[src/rtl/neuron_integrator.sv]
// Leaky integrate-and-fire stage: scans one axon per cycle into a 16-bit accumulator,
// applies leak, checks thresholds and issues a one-cycle write-back/spike strobe.
module neuron_integrator #(
    parameter int NUM_AXONS = 256
) (
    input  logic                   wb_clk_i,
    input  logic                   wb_rst_ni,
    input  logic                   start_i,
    input  logic [NUM_AXONS-1:0]   axon_spikes_i,
    input  logic [NUM_AXONS-1:0]   connections_i,
    input  logic [2*NUM_AXONS-1:0] axon_types_i,
    input  logic [7:0]             voltage_potential_i,
    input  logic [7:0]             pos_threshold_i,
    input  logic [7:0]             neg_threshold_i,
    input  logic [7:0]             leak_value_i,
    input  logic [7:0]             weight_type1_i,
    input  logic [7:0]             weight_type2_i,
    input  logic [7:0]             weight_type3_i,
    input  logic [7:0]             weight_type4_i,
    input  logic [7:0]             weight_select_i,
    input  logic [7:0]             pos_reset_i,
    input  logic [7:0]             neg_reset_i,
    output logic [7:0]             ext_voltage_potential_o,
    output logic                   ext_write_enable_o,
    output logic                   spike_o,
    output logic                   busy_o,
    output logic                   done_o
);
    localparam int AW = $clog2(NUM_AXONS);
    localparam logic [AW-1:0] LAST_IDX = AW'(NUM_AXONS - 1);

    typedef enum logic [2:0] {IDLE, INTEGRATE, LEAK, FIRE, WRITE} state_t;

    state_t                 state;
    logic [NUM_AXONS-1:0]   spikes_q, conn_q;
    logic [2*NUM_AXONS-1:0] types_q;
    logic [3:0][7:0]        weight_q;
    logic [3:0]             sel_q;
    logic [7:0]             leak_q, pos_th_q, neg_th_q, pos_reset_q, neg_reset_q;
    logic signed [15:0]     acc;
    logic [AW-1:0]          idx;

    // Upper select bits carry no meaning for this block.
    logic unused_sel;
    assign unused_sel = ^weight_select_i[7:4];

    logic [1:0]         cur_type;
    logic               cur_hit;
    logic [7:0]         cur_w8;
    logic signed [15:0] cur_weight, leak_ext, pos_th_ext, neg_th_ext;
    logic [7:0]         fire_v;
    logic               fire_spk;

    always_comb begin
        cur_type   = types_q[{idx, 1'b0} +: 2];
        cur_hit    = spikes_q[idx] & conn_q[idx] & sel_q[cur_type];
        cur_w8     = weight_q[cur_type];
        cur_weight = {{8{cur_w8[7]}}, cur_w8};
        leak_ext   = {{8{leak_q[7]}}, leak_q};
        pos_th_ext = {{8{pos_th_q[7]}}, pos_th_q};
        neg_th_ext = {{8{neg_th_q[7]}}, neg_th_q};
        fire_spk   = 1'b0;
        // Positive threshold wins when both conditions hold.
        if (acc >= pos_th_ext) begin
            fire_v   = pos_reset_q;
            fire_spk = 1'b1;
        end else if (acc < neg_th_ext) begin
            fire_v = neg_reset_q;
        end else if (acc > 16'sd127) begin
            fire_v = 8'h7f;
        end else if (acc < -16'sd128) begin
            fire_v = 8'h80;
        end else begin
            fire_v = acc[7:0];
        end
    end

    always_ff @(posedge wb_clk_i or negedge wb_rst_ni) begin
        if (!wb_rst_ni) begin
            state                   <= IDLE;
            spikes_q                <= '0;
            conn_q                  <= '0;
            types_q                 <= '0;
            weight_q                <= '0;
            sel_q                   <= '0;
            leak_q                  <= '0;
            pos_th_q                <= '0;
            neg_th_q                <= '0;
            pos_reset_q             <= '0;
            neg_reset_q             <= '0;
            acc                     <= '0;
            idx                     <= '0;
            ext_voltage_potential_o <= '0;
            ext_write_enable_o      <= 1'b0;
            spike_o                 <= 1'b0;
            busy_o                  <= 1'b0;
            done_o                  <= 1'b0;
        end else begin
            ext_write_enable_o <= 1'b0;
            spike_o            <= 1'b0;
            done_o             <= 1'b0;
            case (state)
                IDLE: if (start_i) begin
                    spikes_q    <= axon_spikes_i;
                    conn_q      <= connections_i;
                    types_q     <= axon_types_i;
                    weight_q    <= {weight_type4_i, weight_type3_i, weight_type2_i, weight_type1_i};
                    sel_q       <= weight_select_i[3:0];
                    leak_q      <= leak_value_i;
                    pos_th_q    <= pos_threshold_i;
                    neg_th_q    <= neg_threshold_i;
                    pos_reset_q <= pos_reset_i;
                    neg_reset_q <= neg_reset_i;
                    acc         <= {{8{voltage_potential_i[7]}}, voltage_potential_i};
                    idx         <= '0;
                    busy_o      <= 1'b1;
                    state       <= INTEGRATE;
                end
                INTEGRATE: begin
                    if (cur_hit) acc <= acc + cur_weight;
                    if (idx == LAST_IDX) state <= LEAK;
                    else                 idx   <= idx + AW'(1);
                end
                LEAK: begin
                    acc   <= acc + leak_ext;
                    state <= FIRE;
                end
                // Outputs register here so they are visible throughout the WRITE cycle.
                FIRE: begin
                    ext_voltage_potential_o <= fire_v;
                    spike_o                 <= fire_spk;
                    ext_write_enable_o      <= 1'b1;
                    done_o                  <= 1'b1;
                    state                   <= WRITE;
                end
                WRITE: begin
                    busy_o <= 1'b0;
                    state  <= IDLE;
                end
                default: state <= IDLE;
            endcase
        end
    end
endmodule

[config.mk]
export PLATFORM = sky130hd
export DESIGN_NAME = neuron_integrator
export DESIGN_NICKNAME = d
export VERILOG_FILES = /design/src/rtl/neuron_integrator.sv
export SDC_FILE = /design/constraint.sdc
export NUM_CORES = 2
export LEC_CHECK = 0
export BUFFER_PORTS_ARGS = -buffer_cell sky130_fd_sc_hd__buf_2
export CORE_AREA = 5 5 439 441
export DETAILED_ROUTE_END_ITERATION = 8
export DIE_AREA = 0 0 444 446
export GPL_TIMING_DRIVEN = 1
export PLACE_DENSITY = 0.53
export SYNTH_ARGS = -nofsm -noshare
export SYNTH_HDL_FRONTEND = slang
export SYNTH_SLANG_ARGS = --single-unit
[constraint.sdc]
create_clock -name wb_clk_i -period 6.95 [get_ports wb_clk_i]
set_clock_uncertainty 0.05 [all_clocks]
set_input_delay 0.695 -clock wb_clk_i [delete_from_list [all_inputs] [get_ports wb_clk_i]]
set_output_delay 0.695 -clock wb_clk_i [all_outputs]
set_load 0.03 [all_outputs]
---- Yosys cells after proc, flatten, opt, wreduce, memory -nomap -nowiden ----
Index checks and enable logic that the tools add are counted.
operators by class
  add/sub/neg operators ................... 3
  magnitude comparators ................... 6
  eq/ne operators ......................... 9
  shifts and indexed selects .............. 1
  mux-type cells .......................... 26
  bitwise operators ....................... 2
  reduce and logical (&&, ||, !) cells .... 9
operators by type and width
  cell                                                                              count
  512-bit by 10-bit indexed part select with 2-bit output                           1
  8-bit two-way mux                                                                 7
  16-bit one-hot mux with 3 select lines                                            1
  16-bit by 8-bit adder with 16-bit output                                          2
  16-bit two-way mux                                                                2
  1-bit binary-select mux with 8-bit select                                         2
  8-bit binary-select mux with 2-bit select                                         1
  16-bit by 8-bit greater-or-equal comparator with 1-bit output                     1
  16-bit by 8-bit greater-than comparator with 1-bit output, second input constant  1
  16-bit by 8-bit less-than comparator with 1-bit output                            1
  16-bit by 8-bit less-than comparator with 1-bit output, second input constant     1
  8-bit one-hot mux with 2 select lines                                             1
  3-bit one-hot mux with 4 select lines                                             1
  8-bit by 9-bit less-than comparator with 1-bit output, second input constant      1
  8-bit by 1-bit adder with 8-bit output, second input constant                     1
  8-bit equality test, second input constant                                        1
  2-bit != test, second input constant                                              4
  1-bit two-way mux                                                                 7
  3-bit by 2-bit equality test with 1-bit output, second input constant             2
  3-bit two-way mux                                                                 2
  2-bit AND reduction                                                               3
  3-bit AND reduction                                                               2
  2-bit nonzero test                                                                2
  3-bit by 1-bit equality test with 1-bit output, second input constant             1
  other kinds (7)                                                                   8
word-level totals
  register bits after elaboration ......... 1138
  input bits .............................. 1115
  logic and storage cells ................. 76

---- Logic depth before layout (Yosys ltp) ----
  word-level depth ........................ 6
  mapped depth ............................ 29
  depth with buffers taken out ............ 23

---- Worst setup path after synthesis ----
Ideal clock, no wire load.
  path kind ............................... register to register
  start point ............................. register idx[0]
  end point ............................... register acc[15]
  library setup time ...................... 0.126 ns
  arrival ................................. 5.353 ns
  setup slack ............................. 1.422 ns
  stages on the path, launching flop included .. 27
  clock period less this slack ............ 5.528 ns
  cell sequence ........................... dfrtp_1 buf_6 buf_6 buf_6 or3b_1 o221ai_1 a211oi_1 a211o_1 a311oi_1 a21o_1 clkbuf_1 nand2_1 a21oi_1 nor2_1 o21ai_0 ha_1 a21o_1 a21oi_1 nor2b_1 nor4_1 o31ai_1 o41ai_1 o21ai_0 a31oi_1 xnor2_1 nand4_1 nor3b_2
on the way
  word-level cells in the longest chain between the ends .. 6
  elaborated cells between the ends (all ways) .. 16
RTL lines
  item                                                                                                                  line     source
  start: declaration                                                                                                    41       logic [AW-1:0] idx;
  start signal: assignment                                                                                              122      else idx <= idx + AW'(1);
  512-bit by 10-bit indexed part select with 2-bit output or 1-bit binary-select mux with 8-bit select (tied branches)  55, 56
  8-bit binary-select mux with 2-bit select, or another cell as far along                                               57       cur_w8 = weight_q[cur_type];
  8-bit two-way mux (implied by the code), or another cell as far along                                                 57
  16-bit by 8-bit adder with 16-bit output or 1-bit bitwise AND (tied branches)                                         120, 56
  16-bit two-way mux or 2-bit != test (tied branches)                                                                   n/a
  16-bit one-hot mux with 3 select lines or 3-bit AND reduction (tied branches)                                         n/a
  end signal: assignment                                                                                                114      acc <= {{8{voltage_potential_i[7]}}, voltage_potential_i};
  end signal: assignment                                                                                                120      if (cur_hit) acc <= acc + cur_weight;
  end signal: assignment                                                                                                125      acc <= acc + leak_ext;
  end: declaration                                                                                                      40       logic signed [15:0] acc;
Several ways; a longest one is shown, not always the timed one. The select of a mux whose other input is x is not followed.
A chain may end at the register's enable or synchronous reset.

---- Worst setup path in the final report ----
  start point ............................. register idx[1]
  end point ............................... register acc[14]
Same word-level chain as after synthesis.

==> reports/summary.txt <==
Synth cell types = 77
Core Region = 189000 sq um
fraction of layout cells with a size suffix above 1 = 0.217
Slew HR = 0.248
critical path arrival = 7.10 ns
outcome = complete, no violations
largest net degree at the start of global routing = 196
Final Hold Fails = 0
synthesized instance count = 5942
first-pass GRT wire length = 322 mm
Worst Setup Start Kind = register
Hold Path Depth = 3
Ports = 1127
Pre-antenna DRT Iters = 5
synth warn = 0
CTS Buf Count = 137
Hold Crit Class = in -> reg
WP buf/inv = 3
Worst-Skew Late Latency = 0.80 ns
total leakage power = 35.6 nW
number of routed nets with antenna violations = 0
Avg WL per Cell = 22.2 um
Setup TNS = 0 ns
Post-synth top flop = dfrtp_1
met1 wire length = 93.7 mm
ys async rst share = 1.00
placed inst area = 60300 sq um
critical path depth = 25
Max clock buf depth = 3
initial core utilization = 0.274
DRC viols = 0
pwr/cell area = 464 nW/um^2
min Tclk post-route = 6.41 ns
dpl hpwl = 168 mm
Mapped Area = 51700 sq um
vias per cell = 4.72
Mapped Avg Cell Area = 8.71 sq um
Worst Path Required = 7.64 ns
1st-iter DRT viols = 3708
Worst-Margin Slew = 1.13 ns
final wirelength = 224 mm
EDFF count, synth = 0
CTS tree = done
clock sink total = 1138
CTS root buf = clkbuf_16
Final period util = 0.922
Crit. End Element = register
Area growth, synth to finish = 34.1%
most common cell after layout, fill and taps aside = nand2_1
Die ar. = 198000 sq um
Top Layer Used = met5
GRT Total Usage = 0.219
CP Class = reg -> reg
Port Buffers = 1122
RSZ-0062 raised after global routing = false
Mapped Nets = 7107
crit path max fanout = 34
Max-Cap Viols = 0
met2 wire length = 110 mm
synthesized flop and latch total = 1138
maximum vdd drop = 0.000257 V
fin area = 69400 sq um
GR Overflow Total = 0
num rows = 160
vias = 47500
Tot Pwr = 32.2 mW
final number of max-transition violations = 0
GP Congestion = 0.896
initial antenna violation count = 54
CP top delay family = compound AO/OA/AOI/OAI gates
most frequent cells in the layout = nand2_1, dfrtp_1, buf_2, dlygate4sd3_1, clkbuf_16
clock-pin slew on the worst setup and hold paths = 0.06 ns
f_max = 156 MHz
Die W = 444 um
vias in the first global route = 48600
slowest CP cell = dfrtp_4
H-Tree Depth = 4
DIE HEIGHT = 446 um
sequential share of the synthesized area = 0.550
met3 WL = 11.4 mm
Worst R2R Path Depth = 25
Final Setup Violations = 0
crit-path max cell delay = 0.74 ns
Layout Nets = 8572
sequential cells by signal, summed over array words and instances, names as in the netlist, 3 cells and up:
name                     cells
state                        3
conn_q                     256
ext_voltage_potential_o      8
leak_q                       8
pos_reset_q                  8
pos_th_q                     8
types_q                    512
weight_q                    32
neg_reset_q                  8
neg_th_q                     8
acc                         16
spikes_q                   256
sel_q                        4
idx                          8
final timing paths:
path | to | startpoint | slack [ns]
worst max register to register | acc[14] | idx[1] | 0.54
worst min register to register | types_q[436] | types_q[436] | 0.42
worst max-delay path | acc[14] | idx[1] | 0.54
min in group asynchronous | spikes_q[105] | wb_rst_ni | 0.44
max in group asynchronous | types_q[306] | wb_rst_ni | 4.72
worst min-delay path | spikes_q[44] | axon_spikes_i[44] | 0.06
cell usage after synthesis (18+ instances only):
cell type / number / area share
nand2_1: 3441 / 0.25
a21oi_1: 50 / 0.0048
mux4_2: 115 / 0.050
a211oi_1: 18 / 0.0026
nor2_1: 58 / 0.0042
o22ai_1: 24 / 0.0029
ha_1: 49 / 0.012
buf_2: 48 / 0.0046
o211ai_1: 73 / 0.011
inv_1: 22 / 0.0016
nand4_1: 23 / 0.0028
mux2_2: 22 / 0.0048
dfrtp_1: 1138 / 0.55
nand3_1: 118 / 0.011
mux2i_1: 69 / 0.013
clkbuf_1: 271 / 0.020
a31oi_1: 37 / 0.0045
a22oi_1: 26 / 0.0038
o21ai_0: 76 / 0.0074
stage by stage:
step                      cells  hold WS [ns]   util  setup WS, ns
final                     10100        0.0563  0.368         0.541
after global routing      10100        0.0215  0.367        0.0100
after CTS                 10000     0.0000557  0.367         0.383
after detailed placement   9344         0.407  0.319         0.398
after global placement     9344         0.401  0.319         0.369
after floorplan            5942         0.349      -          1.42
layout make-up:
class,count,area (sq um)
tap,2511,3140
inverter,25,93.8
fill,19300,119000
sequential,1138,28500
clock inverter,45,677
multi-input combinational,4424,21700
clock buffer,198,3980
timing repair buffer,1681,11200
antenna,43,108
timing repair:
item | in CTS | in global routing
hold buffers | 428 | 0
gates resized for setup | 0 | 0
setup endpoints to repair | 0 | 2
hold endpoints to repair | 488 | 0
buffers inserted | 0 | 7
metal layers:
metal,GRT usage,vias up
met1,0.282,23500
li1,-,22100
met2,0.367,1503
met3,0.0352,372
met5,0,-
met4,0.0893,8
worst reg2reg max path, delay by kind of cell (launching register included):
family | cells | cell delay (ns)
compound gates | 16 | 3.39
mux | 1 | 0.25
fa+ha+maj | 2 | 0.68
simple gates | 3 | 0.38
flops | 1 | 0.74
buf+inv | 3 | 0.89
power by group:
| part | switching [mW] | leakage [nW] | internal [mW] |
|---|---|---|---|
| Sequential | 1.96 | 14.2 | 9.76 |
| Combinational | 7.89 | 19.2 | 5.12 |
| Clock | 3.10 | 2.26 | 4.33 |
| Total | 12.9 | 35.6 | 19.2 |
kinds of logic after synthesis:
group	share of synthesized area
AO/OA/AOI/OAI	0.0540
flip-flops	0.550
multiplexers	0.0682
adder cells (fa/ha/maj)	0.0122
buffers and inverters	0.0311
XOR/XNOR	0.00254
AND/OR/NAND/NOR	0.282
No activity file was read; power rests on OpenSTA's default activity.
